## src/rtl/graph_mem_arbiter.sv

```systemverilog
// Purpose: round-robin share of one in-order graph memory read port among NUM_REQ requesters, with tagged response steering.
// Latency: request reaches mem_req_out 1 cycle after accept; response reaches resp_valid_out 1 cycle after mem_resp_valid_in.
// Backpressure: the issue register holds under mem_req_ready_in low; grants stop while it is full or MAX_OUTSTANDING reads are in flight.
module graph_mem_arbiter #(
  parameter int NUM_REQ         = 4,
  parameter int PROC_BITS       = 4,
  parameter int DATA_SIZE       = 32,
  parameter int MAX_OUTSTANDING = 8
) (
  input  logic                                clk_in,
  input  logic                                rst_in,
  input  logic [NUM_REQ-1:0]                  req_valid_in,
  input  logic [DATA_SIZE-1:0]                req_addr_in [NUM_REQ],
  output logic [NUM_REQ-1:0]                  req_ready_out,
  output logic [NUM_REQ-1:0]                  resp_valid_out,
  output logic [DATA_SIZE-1:0]                resp_data_out,
  output logic                                mem_req_valid_out,
  output logic [PROC_BITS+DATA_SIZE-1:0]      mem_req_out,
  input  logic                                mem_req_ready_in,
  input  logic                                mem_resp_valid_in,
  input  logic [DATA_SIZE-1:0]                mem_resp_data_in,
  output logic [$clog2(MAX_OUTSTANDING):0]    outstanding_out,
  output logic                                err_out
);

  localparam int PW = $clog2(NUM_REQ);
  localparam int AW = $clog2(MAX_OUTSTANDING);
  localparam int CW = AW + 1;

  typedef struct packed {
    logic [PROC_BITS-1:0] tag;
    logic [DATA_SIZE-1:0] addr;
  } mem_req_t;

  logic                 iss_vld_q, iss_vld_d;
  mem_req_t             iss_dat_q, iss_dat_d;
  logic [PW-1:0]        ptr_q, ptr_d;
  logic [CW-1:0]        cnt_q, cnt_d;
  logic [AW:0]          wr_ptr_q, wr_ptr_d;
  logic [AW:0]          rd_ptr_q, rd_ptr_d;
  logic [PROC_BITS-1:0] tag_mem_q [MAX_OUTSTANDING];
  logic [PROC_BITS-1:0] tag_mem_d [MAX_OUTSTANDING];
  logic [NUM_REQ-1:0]   resp_vld_q, resp_vld_d;
  logic [DATA_SIZE-1:0] resp_dat_q, resp_dat_d;
  logic                 err_q, err_d;

  logic                 mem_fire;
  logic                 can_load;
  logic                 fifo_empty;
  logic                 rsp_pop;
  logic [PROC_BITS-1:0] head_tag;
  logic                 gnt_vld;
  logic [PW-1:0]        gnt_idx;
  logic [PW-1:0]        cand;
  logic                 accept;

  assign mem_fire   = iss_vld_q & mem_req_ready_in;
  assign can_load   = ~iss_vld_q | mem_fire;
  assign fifo_empty = (wr_ptr_q == rd_ptr_q);
  // A tag pushed this cycle is not yet visible, so a same-cycle response sees an empty FIFO.
  assign rsp_pop    = mem_resp_valid_in & ~fifo_empty;
  assign head_tag   = tag_mem_q[rd_ptr_q[AW-1:0]];

  // Round-robin search: scan from the far end back toward the pointer so the nearest valid requester wins.
  always_comb begin
    gnt_vld = 1'b0;
    gnt_idx = '0;
    cand    = '0;
    for (int k = NUM_REQ - 1; k >= 0; k--) begin
      cand = PW'((int'(ptr_q) + k) % NUM_REQ);
      if (req_valid_in[cand]) begin
        gnt_vld = 1'b1;
        gnt_idx = cand;
      end
    end
  end

  assign accept        = gnt_vld & can_load & (cnt_q < CW'(MAX_OUTSTANDING));
  assign req_ready_out = accept ? (NUM_REQ'(1) << gnt_idx) : '0;

  // Next-state for issue register, pointer, count, tag FIFO, response and error flag.
  always_comb begin
    iss_vld_d = iss_vld_q;
    iss_dat_d = iss_dat_q;
    if (mem_fire) iss_vld_d = 1'b0;
    if (accept) begin
      iss_vld_d      = 1'b1;
      iss_dat_d.tag  = PROC_BITS'(gnt_idx);
      iss_dat_d.addr = req_addr_in[gnt_idx];
    end

    ptr_d = accept ? PW'((int'(gnt_idx) + 1) % NUM_REQ) : ptr_q;
    cnt_d = cnt_q + CW'(accept) - CW'(rsp_pop);

    tag_mem_d = tag_mem_q;
    wr_ptr_d  = wr_ptr_q;
    if (mem_fire) begin
      tag_mem_d[wr_ptr_q[AW-1:0]] = iss_dat_q.tag;
      wr_ptr_d                    = wr_ptr_q + (AW+1)'(1);
    end
    rd_ptr_d = rd_ptr_q + (AW+1)'(rsp_pop);

    resp_vld_d = rsp_pop ? (NUM_REQ'(1) << head_tag) : '0;
    resp_dat_d = rsp_pop ? mem_resp_data_in : resp_dat_q;
    err_d      = err_q | (mem_resp_valid_in & fifo_empty);
  end

  // State registers; reset discards every in-flight read.
  always_ff @(posedge clk_in) begin
    if (rst_in) begin
      iss_vld_q  <= 1'b0;
      iss_dat_q  <= '0;
      ptr_q      <= '0;
      cnt_q      <= '0;
      wr_ptr_q   <= '0;
      rd_ptr_q   <= '0;
      tag_mem_q  <= '{default: '0};
      resp_vld_q <= '0;
      resp_dat_q <= '0;
      err_q      <= 1'b0;
    end else begin
      iss_vld_q  <= iss_vld_d;
      iss_dat_q  <= iss_dat_d;
      ptr_q      <= ptr_d;
      cnt_q      <= cnt_d;
      wr_ptr_q   <= wr_ptr_d;
      rd_ptr_q   <= rd_ptr_d;
      tag_mem_q  <= tag_mem_d;
      resp_vld_q <= resp_vld_d;
      resp_dat_q <= resp_dat_d;
      err_q      <= err_d;
    end
  end

  assign mem_req_valid_out = iss_vld_q;
  assign mem_req_out       = iss_dat_q;
  assign resp_valid_out    = resp_vld_q;
  assign resp_data_out     = resp_dat_q;
  assign outstanding_out   = cnt_q;
  assign err_out           = err_q;

endmodule

```

## config.mk

```make
export PLATFORM = sky130hd
export DESIGN_NAME = graph_mem_arbiter
export DESIGN_NICKNAME = d
export VERILOG_FILES = /design/src/rtl/graph_mem_arbiter.sv
export SDC_FILE = /design/constraint.sdc
export NUM_CORES = 1
export LEC_CHECK = 0
export CAP_MARGIN = 30
export CORE_ASPECT_RATIO = 1.25
export CORE_MARGIN = 2
export CORE_UTILIZATION = 43
export CTS_CLUSTER_DIAMETER = 40
export DETAILED_ROUTE_END_ITERATION = 16
export HOLD_SLACK_MARGIN = 0.05
export PLACE_DENSITY = 0.92
export SLEW_MARGIN = 15
export SYNTH_ARGS = -nofsm -noshare
export SYNTH_HDL_FRONTEND = slang
export SYNTH_SLANG_ARGS = --single-unit
```

## constraint.sdc

```tcl
create_clock -name clk_in -period 4.2 [get_ports clk_in]
set_input_delay 1.05 -clock clk_in [delete_from_list [all_inputs] [get_ports clk_in]]
set_output_delay 1.05 -clock clk_in [all_outputs]
set_load 0.01 [all_outputs]
```

==> Word-level counts from Yosys, hierarchy flattened <==
Cells that the tools add are included.
{ "op_classes": {"addsub": 8, "n_mul": 0, "div": 0, "magnitude_cmp": 9, "eq_ne": 1, "shift": 2, "muxes": 28, "bitwise_logic": 13, "reduce_logical": 3} }
{ "op_table": {"columns": ["op", "n"], "rows": [
  ["$bmux 32 s2", 1],
  ["$mux 32", 2],
  ["$bwmux 32", 1],
  ["$mux 4", 4],
  ["$bmux 4 s3", 1],
  ["$demux 4 s3", 1],
  ["$lt 2x3->1 const B", 4],
  ["$mux 1", 10],
  ["$add 4x1->4", 2],
  ["$bmux 1 s2", 4],
  ["$ge 4x4->1 const B", 2],
  ["$mux 2", 4],
  ["$not 3->4", 2],
  ["$and 1x1->1", 5],
  ["$add 2x1->2 const B", 2],
  ["$add 2x2->2 const B", 2],
  ["$add 4x1->4 const B", 1],
  ["$eq 4x4->1", 1],
  ["$lt 4x1->1 const B", 1],
  ["$lt 4x4->1 const B", 1],
  ["$shl 1x2->4 const A", 1],
  ["$shl 1x4->4 const A", 1],
  ["$sub 4x1->4", 1],
  ["$ge 3x3->1 const B", 1],
  ["6 further kinds", 9]
]} }
{ "word_totals": {"register_bits": 118, "latchBits": 0, "ram_bits": 0, "mem_bits_ro": 0, "input_bits": 168, "mem_count": 0} }

==> Depth between registers and ports, before layout <==
Gate-level depths: netlist (run 1).
{ "depth": {"word_depth": 11, "depth_mapped": 12} }

==> Worst setup path before layout (run 1) <==
OpenSTA, ideal clock, no wires.
{ "synth_timing": {"path_type": "input to output", "from": "input req_valid_in[0]", "to": "output req_ready_out[1]", "arrival_ps": 2298, "required_ps": 3150, "slack_ps": 852, "stages": 9, "n_path_buf": 3, "cell_sequence": "a21o_1 > a21oi_1 > o22a_1 > buf_2 > buf_6 > buf_4 > inv_1 > ha_1 > and2_1"} }
{ "synth_via": {"word_cells_on_any_way": 20, "cone_classes": "shift (1); mux (17); bitwise (2)"} }
{ "synth_lines": {"columns": ["element", "line", "text"], "rows": [
  ["from (decl)", "12", "input logic [NUM_REQ-1:0] req_valid_in,"],
  ["$bmux 1 s2", "71", "if (req_valid_in[cand]) begin"],
  ["$mux 1 (implied by the code)", "71", null],
  ["$mux 2 (3 in a row)", "71", null],
  ["$mux 2 *", "71", null],
  ["via gnt_idx[1]", "53", "logic [PW-1:0] gnt_idx;"],
  ["$shl 1x2->4 *", "79", "assign req_ready_out = accept ? (NUM_REQ'(1) << gnt_idx) : '0;"],
  ["$mux 4 *", "79", null],
  ["to (decl)", "14", "output logic [NUM_REQ-1:0] req_ready_out,"]
]} }
Mark *: on every way through the listed nets, which the timed path passes. The rest lies on a longest branch. The select of a mux whose other input is x is not followed.

==> Worst setup path after layout (run 1) <==
{ "layout_timing": {"from": "input req_valid_in[0]", "to": "output req_ready_out[2]"} }
Same word-level chain as after synthesis.

==> results of run 1 <==
[cells by family after synthesis]
family	after synthesis	share of synthesized area [%]
compound gates	102	14.6
xor+xnor	11	2.15
fa+ha+maj	12	3.26
buf+inv	51	6.13
flops	102	42.2
mux	76	16.9
other cells	1	0.0775
simple gates	171	14.7
[metal layers]
metal  GRT usage (%)  vias to the layer above  wire [um]
li1                -                     2293          -
met1            28.3                     2303       5970
met2            43.6                      223       8340
met3            4.84                       35       1010
met4            10.0                        0        374
met5               0                        -          0
[cell usage after synthesis, drive strengths merged]
master	number	share of area [%]
nand2	116	9.0
dfxtp	102	42
mux2i	72	15
a21oi	51	5.3
o221ai	32	6.4
nor2	28	2.2
buf	23	4.0
clkbuf	17	1.3
o21ai	12	1.2
ha	11	2.8
inv	11	0.85
xor2	8	1.6
nor2b	5	0.65
and2	4	0.52
mux4	4	2.0
nand3	4	0.41
nand2b	3	0.39
nor4	3	0.39
or3	3	0.39
xnor2	3	0.54
a211oi	2	0.41
a21o	2	0.31
and3	1	0.13
conb	1	0.078
fa	1	0.41
nand3b	1	0.16
nor3	1	0.21
o22a	1	0.18
o22ai	1	0.13
o41ai	1	0.57
or2	1	0.13
or2b	1	0.16
[critical path, cell delays in order]
cell             delay, ns
clkdlybuf4s50_1       0.47
nand2b_1              0.12
a21oi_1               0.08
a211oi_2              0.20
buf_4                 0.20
inv_1                 0.08
ha_1                  0.19
and2_1                0.13
clkdlybuf4s50_1       0.47
[power by group]
part           switching [uW]  internal (uW)  total, uW
logic                     638            734       1370
registers                 129           1140       1270
clock network             397            418        815
[metrics by stage]
step | utilization (%) | hold WS [ns] | setup WS, ns | power (uW)
floorplan | - | 0.449 | 0.852 | 2010
global placement | 66.3 | 0.441 | 0.136 | 2610
detailed placement | 66.3 | 0.446 | 0.104 | 2650
CTS | 69.0 | 0.459 | 0.0849 | 3480
global route | 69.0 | 0.469 | 0.0530 | 3620
finish | 69.0 | 0.457 | 0.155 | 3460
[sequential cells by signal (all words and copies together), names as in the netlist]
signal,cells
mem_req_out,34
ptr_q,2
tag_mem_q,16
resp_data_out,32
rd_ptr_q,4
wr_ptr_q,4
resp_valid_out,4
err_out,1
mem_req_valid_out,1
outstanding_out,4
[cells in the final DEF (no fill, tap or decap), types with 4 or more instances in the layout]
cell and count:
ha_1 11, nand2_1 116, a21oi_1 51, nand3_1 4
and2_1 4, clkbuf_16 9, mux2i_1 72, buf_4 11
o221ai_1 27, dfxtp_1 102, clkdlybuf4s50_1 245, inv_1 9
o21ai_0 12, nor2b_1 5, nor2_1 27, o221ai_2 5
xor2_1 7
[cell type report]
| class | count | area [um2] | area share, % |
|---|---|---|---|
| Sequential cell | 102 | 2040 | 26.8 |
| Clock buffer | 9 | 225 | 2.96 |
| Clock inverter | 7 | 63.8 | 0.839 |
| Inverter | 11 | 41.3 | 0.543 |
| Tap cell | 135 | 169 | 2.22 |
| Timing Repair Buffer | 258 | 2550 | 33.6 |
| Multi-Input combinational cell | 374 | 2510 | 33.0 |
[worst paths after layout]
kind | from | endpoint | slack, ns | depth (start not counted)
worst min register to register | resp_data_out[11] | resp_data_out[11] | 0.46 | 2
worst max-delay path | req_valid_in[0] | req_ready_out[2] | 0.16 | 9
worst min-delay path | resp_data_out[11] | resp_data_out[11] | 0.46 | 2
worst max register to register | ptr_q[1] | mem_req_out[8] | 1.63 | 7
==> metrics.md, run 1 <==
| Metric | Value |
|---|---|
| Status | complete, no violations |
| Share of cells above drive strength 1 | 5.78% |
| Clock Tree Root | clkbuf_16 |
| Maximum number of pins on one net before global-route repair | 41 |
| # IOs | between 200 and 300 |
| Finished Cell Area | 7610 um2 |
| Final ANT Viol Nets | 0 |
| # diodes | 0 |
| CP max FO | 7 |
| Global-route wire length before repair | about 23,000 um |
| Routed WL | roughly 16,000 um |
| DRC | 0 |
| CTS tree | built |
| Clk_skew | between 0.009 and 0.01 ns |
| Worst EP required | 3.15 ns |
| RSZ-0062 raised after global routing | false |
| Startpoint Class | input pin |
| Final-layout fill cell count | 828 |
| CP Data Arrival Time | around 3.0 ns |
| Port Buffer Count | 247 |
| Max Clk Rate | 0.247 GHz |
| Initial DRC count | 236 |
| Worst-margin pin slew | 0.662 ns |
| GRT Resource Usage Total | 24.4% |
| Pins Over Slew Limit | 0 |
| Via density | 5.42 |
| Worst-path clk slew | 0.07 ns |
| Final nets | 936 |
| CTS Sinks | 102 |
| Tcrit/Tclk final | 96.3% |
| Max-cap viol count | 0 |
| Yosys cell types | 40 |
| Longest Clk Path Bufs | 2 |
| CP Class | input pin to primary output |
| Pwr/cell area | 455 nW/um2 |
| Cell Area, Placed | 7320 um2 |
| Slew HR | between 50 and 60% |
| HP Class | flop to flop |
| Routability cong. | roughly 0.81 |
| Area Growth Syn to Fin | 57.3% |
| Total CTS buffers | 9 |
| CP endpoint kind | primary output |
| Cell count after synthesis | roughly 530 |
| Post_cts resized | 0 |
| Sum Neg Setup Slack | 0 ns |
| Initial Util | between 40% and 50% |
| Vias in the first global route | 4,767 |
| Flops & latches, synth | roughly 100 |
| Hold Vio Cnt, Final | 0 |
| Total grt overflow | 0 |
| Initial DRT Pass Iterations | 5 |
| # H-tree levels | 3 |
| Setup violators final | 0 |
| Peak VDD IR | 229 uV |
| Final min period | around 4.0 ns |
| CTS Hold Buffers Added | 0 |
| Clock latency on the worst-skew pair | between 0.3 and 0.4 ns |
| Register area share after synthesis | between 40% and 50% |
| Synthesized area per cell | 9.20 um2 |
| Leak pwr | 0.00289 uW |
| Post-Place Cells | 880 |
| Site Rows | 43 |
| Post-CTS setup buffer count | 0 |
| Final std cells w/o fill | 896 |
| Vias post-DR | 4,854 |
| Post-DP HPWL | 12,200 um |
| Die Wd | around 99 um |
| Core Area | approximately 11,000 um2 |
| Antenna violations before repair | 0 |
| Post-Syn Area | 4840 um2 |
| WL per Instance | roughly 18 um |
| Synth Warn # | 0 |
| DIE HEIGHT | 123 um |
| Die area | 12,100 um2 |
(Power assumes the default switching activity.)
==> inputs of run 2 (changes only) <==
SLEW_MARGIN = 5   (was 15)
==> results of run 2 <==
Final layout, timing and power as in run 1 (identical DEF).
